File: src/rtl/apb_master.sv
// APB master bridging level-sensitive processor read/write requests onto an
// APB bus with two peripheral selects, wait-state timeout and error reporting.
module apb_master #(
    parameter int TIMEOUT = 15
) (
    input  logic        clk,
    input  logic        nreset,
    input  logic        wr_en,
    input  logic [8:0]  wr_addr,
    input  logic [15:0] wr_data,
    output logic        wr_done,
    input  logic        rd_en,
    input  logic [8:0]  rd_addr,
    output logic [15:0] rd_data,
    output logic        rd_done,
    output logic        err,
    output logic [7:0]  paddr,
    output logic        psel1,
    output logic        psel2,
    output logic        penable,
    output logic        pwrite,
    output logic [15:0] pwdata,
    input  logic [15:0] prdata,
    input  logic        pready,
    input  logic        pslverr
);

    typedef enum logic [1:0] {IDLE, SETUP, ACCESS, DONE} state_t;

    localparam int CW = $clog2(TIMEOUT + 1);

    state_t          state_q, state_d;
    logic [8:0]      addr_q, addr_d;
    logic [15:0]     data_q, data_d;
    logic            write_q, write_d;
    logic            wr_arm_q, wr_arm_d;
    logic            rd_arm_q, rd_arm_d;
    logic [CW-1:0]   wait_q, wait_d;
    logic            err_q, err_d;
    logic [15:0]     rd_data_q, rd_data_d;
    logic            active;

    always_ff @(posedge clk or negedge nreset) begin
        if (!nreset) begin
            state_q   <= IDLE;
            addr_q    <= '0;
            data_q    <= '0;
            write_q   <= 1'b0;
            wr_arm_q  <= 1'b1;
            rd_arm_q  <= 1'b1;
            wait_q    <= '0;
            err_q     <= 1'b0;
            rd_data_q <= '0;
        end else begin
            state_q   <= state_d;
            addr_q    <= addr_d;
            data_q    <= data_d;
            write_q   <= write_d;
            wr_arm_q  <= wr_arm_d;
            rd_arm_q  <= rd_arm_d;
            wait_q    <= wait_d;
            err_q     <= err_d;
            rd_data_q <= rd_data_d;
        end
    end

    always_comb begin
        state_d   = state_q;
        addr_d    = addr_q;
        data_d    = data_q;
        write_d   = write_q;
        wait_d    = wait_q;
        err_d     = err_q;
        rd_data_d = rd_data_q;
        // An enable seen low re-arms its direction; launching disarms it.
        wr_arm_d  = wr_arm_q | ~wr_en;
        rd_arm_d  = rd_arm_q | ~rd_en;
        unique case (state_q)
            IDLE: begin
                if (wr_en && wr_arm_q) begin
                    state_d  = SETUP;
                    addr_d   = wr_addr;
                    data_d   = wr_data;
                    write_d  = 1'b1;
                    wr_arm_d = 1'b0;
                end else if (rd_en && rd_arm_q) begin
                    state_d  = SETUP;
                    addr_d   = rd_addr;
                    data_d   = '0;
                    write_d  = 1'b0;
                    rd_arm_d = 1'b0;
                end
            end
            SETUP: begin
                state_d = ACCESS;
                wait_d  = '0;
                err_d   = 1'b0;
            end
            ACCESS: begin
                if (pready) begin
                    state_d = DONE;
                    err_d   = pslverr;
                    if (!write_q) rd_data_d = prdata;
                end else begin
                    wait_d = wait_q + CW'(1);
                    if (wait_d == CW'(TIMEOUT)) begin
                        state_d = DONE;
                        err_d   = 1'b1;
                        if (!write_q) rd_data_d = 16'hDEAD;
                    end
                end
            end
            DONE: state_d = IDLE;
            default: state_d = IDLE;
        endcase
    end

    assign active  = (state_q == SETUP) || (state_q == ACCESS);
    assign psel1   = active & ~addr_q[8];
    assign psel2   = active & addr_q[8];
    assign penable = (state_q == ACCESS);
    assign pwrite  = active & write_q;
    assign paddr   = active ? addr_q[7:0] : 8'h00;
    assign pwdata  = (active && write_q) ? data_q : 16'h0000;
    assign wr_done = (state_q == DONE) & write_q;
    assign rd_done = (state_q == DONE) & ~write_q;
    assign err     = (state_q == DONE) & err_q;
    assign rd_data = rd_data_q;

endmodule

File: config.mk
export PLATFORM = sky130hd
export DESIGN_NAME = apb_master
export DESIGN_NICKNAME = d
export VERILOG_FILES = /design/src/rtl/apb_master.sv
export SDC_FILE = /design/constraint.sdc
export NUM_CORES = 1
export LEC_CHECK = 0
export ABC_AREA = 1
export CAP_MARGIN = 20
export CORE_MARGIN = 3
export CORE_UTILIZATION = 62
export DETAILED_ROUTE_END_ITERATION = 8
export DONT_BUFFER_PORTS = 1
export GPL_TIMING_DRIVEN = 0
export PLACE_DENSITY = 0.77
export SYNTH_ARGS = -nofsm -noshare
export SYNTH_HDL_FRONTEND = slang
export SYNTH_SLANG_ARGS = --single-unit
File: constraint.sdc
create_clock -name clk -period 2.1 [get_ports clk]
set_input_delay 0.525 -clock clk [delete_from_list [all_inputs] [get_ports clk]]
set_output_delay 0.525 -clock clk [all_outputs]
set_load 0.005 [all_outputs]
==> results_dict.tcl <==
set metrics [dict create \
    start_util_pct 67.1 \
    cts_max_path_buffers 2 \
    die_y_um 70.1 \
    drtPass1Iterations 5 \
    synth_top_family_by_area "simple AND/OR/NAND/NOR gates" \
    dieArea_mm2 0.00491 \
    synth-edff-count 0 \
    synthArstFlopShare_pct 100 \
    grt_first_pass_wirelength_mm 9.65 \
    yosysUniqueCellTypes 22 \
    required_ns 1.57 \
    rsz0062_at_grt "yes" \
    antennaDiodeCount 0 \
    rows 22 \
    yosysMostFrequentCell "nand2_1" \
    synth_nets 388 \
    endpoint_kind "output pin" \
    worstPathMaxFanout 10 \
    detail_route.wl_per_cell_um 14.7 \
    slew_headroom_pct 69.4 \
    drc 0 \
    cts_inserted_buffers 5 \
    power_uw 4260 \
    synthCells 325 \
    ant_nets 0 \
    grt_pass1_vias 1994 \
    fmax_mhz 487 \
    synthMuxAreaShare_pct 0 \
    synth-xor-area-share_pct 0 \
    dpl_cell_area_mm2 0.00261 \
    status "complete, no violations" \
    yosys.area.top_type "dfrtp_1" \
    busiest_layer "met2" \
    worstSetupPathType "reg -> out" \
    core_area_mm2 0.00380 \
    ys_warn_count 0 \
    dp_hpwl_mm 4.13 \
    period_minus_slack_ns 2.06 \
    drv_slew 0 \
    finalHoldViolations 0 \
    peakVddDrop_v 0.00103 \
    crit_path_start "state_q[0]$_DFFE_PN0P_" \
    p_leak_uw 0.00146 \
    die_w_um 70.1 \
    vias 2089 \
    syn_area_per_cell_um2 7.84 \
    fin_crit_sh_pct 97.9 \
    tightest_slew_ns 0.458 \
    r2r-start "state_q[0]$_DFFE_PN0P_" \
    setup_violations 0 \
    syn_area_mm2 0.00255 \
    p_per_area_mw_per_mm2 1510 \
    routabilityCongestion 0.733 \
    tritoncts "done" \
    grt-ovfl-total 0 \
    port_buffers 0 \
    drive_above_1_share_pct 14.6 \
    insertion_delay_ns 0.30 \
    synthAdderAreaFrac_pct 3.44 \
    clock-sinks 51 \
    clkTransAtPathRegs_ns 0.09 \
    maxCapViolations 0 \
    synth_simple_gate_area_share_pct 29.7 \
    antenna_found_initial 0 \
    nets 398 \
    synth_top_cell_area_share_pct 48.1 \
    cts_root_buffer "clkbuf_8" \
    io_pins 103 \
    synth_top_cells_by_area "dfrtp_1, nand2_1, inv_1, nand3_1, o21ai_0" \
    area_delta_synth_final_pct 10.7 \
    synthTopCellsByCount "nand2_1, dfrtp_1, inv_1" \
    grt_max_degree 50 \
    grtUsageMet1_pct 31.8 \
    setup-tns-final_ns 0 \
    final_area_mm2 0.00282 \
    drtIter0Drc 126 \
    grt_use_met3_pct 7.19 \
    h-tree-depth 2 \
    via_per_inst 5.44 \
    holdCritPathClass "in -> async" \
    ys.flop_type "dfrtp_1" \
    wl_mm 5.64 \
    skew_ns 0.00860 \
    synth-compound-area-share_pct 6.97 \
    use_met2_pct 39.6 \
    ys_seq_area_share_pct 50.2 \
    crit_arrival_ns 1.53 \
    crit_path_start_kind "register" \
    grt.total_usage_pct 24.5 \
    synth_seq_cells 51 \
]
## per-stage QoR
stage,worst slack (ns),instances,hold WS [ns],util [%]
2_1_floorplan,0.244,325,0.229,-
5_1_grt,-0.0249,384,0.0400,74.2
3_5_place_dp,-0.114,373,0.231,68.6
6_report,0.0445,384,0.0481,74.2
4_1_cts,0.0620,384,0.0511,74.2
3_3_place_gp,-0.0887,373,0.231,68.6
## repair_timing
item,CTS,global route
resized for setup,9,1
endpoints found under the hold margin,49,0
hold buffers,1,0
endpoints found under the setup margin,27,9
setup buffers,2,0
## layer usage
layer,part of all wire (%),routed length [um],vias up
met2,50,2840,92
li1,-,-,1025
met3,8.0,448,10
met1,40,2250,962
met4,1.7,94,0
met5,0,0,-
## power breakdown
part           internal [uW]  switching (uW)  total (uW)
clock network            476             321         797
logic                    629            1130        1760
registers               1430             277        1700
total                   2530            1730        4260
## flip-flops by register name, summed over array words and instances (netlist names)
signal	count
addr_q	9
data_q	16
err_q	1
rd_arm_q	1
rd_data	16
state_q	2
wait_q	4
wr_arm_q	1
write_q	1
## cell families after synthesis
kind of cell             count (synthesis)
AO/OA/AOI/OAI                           33
adder cells (fa/ha/maj)                  7
buffers and inverters                   60
flip-flops                              51
AND/OR/NAND/NOR                        174
## placed cells by master (no fill, tap or decap), drive strengths merged
master,count
o21ai,23
clkinv,1
ha,7
nor2,32
dfrtp,49
inv,45
dfstp,2
buf,13
nand3,32
nand2,97
o22ai,1
nand4,1
clkbuf,10
bufinv,2
a31oi,9
or2,12
## critical path, cell delays in order, from the launching register on
cell	delay, ns
dfrtp_1	0.37
inv_1	0.10
ha_4	0.31
nand2_4	0.09
clkbuf_8	0.19
nor2_1	0.15
## path summary, 6_finish.rpt
path | slack [ns] | end | depth (start not counted)
setup / recovery | 0.04 | pwdata[12] | 5
hold / removal | 0.05 | rd_data[10]$_DFFE_PN0P_ | 1
setup reg to reg | 0.41 | rd_data[11]$_DFFE_PN0P_ | 8
hold reg to reg | 0.47 | wr_arm_q$_DFF_PN1_ | 2
max in group asynchronous | 1.82 | addr_q[1]$_DFFE_PN0P_ | 1
min in group clk | 0.26 | rd_arm_q$_DFF_PN1_ | 1
## cell type report
class / count / area, um^2
flip-flops and latches: 51 / 1280
multi-input cells: 214 / 1050
fillers: 304 / 980
inverters: 46 / 173
plain buffers: 14 / 86.3
clock buffers: 6 / 72.6
clock inverters: 2 / 60.1
well taps: 48 / 60.1
repair buffers: 3 / 42.5
(Power assumes the default switching activity.)
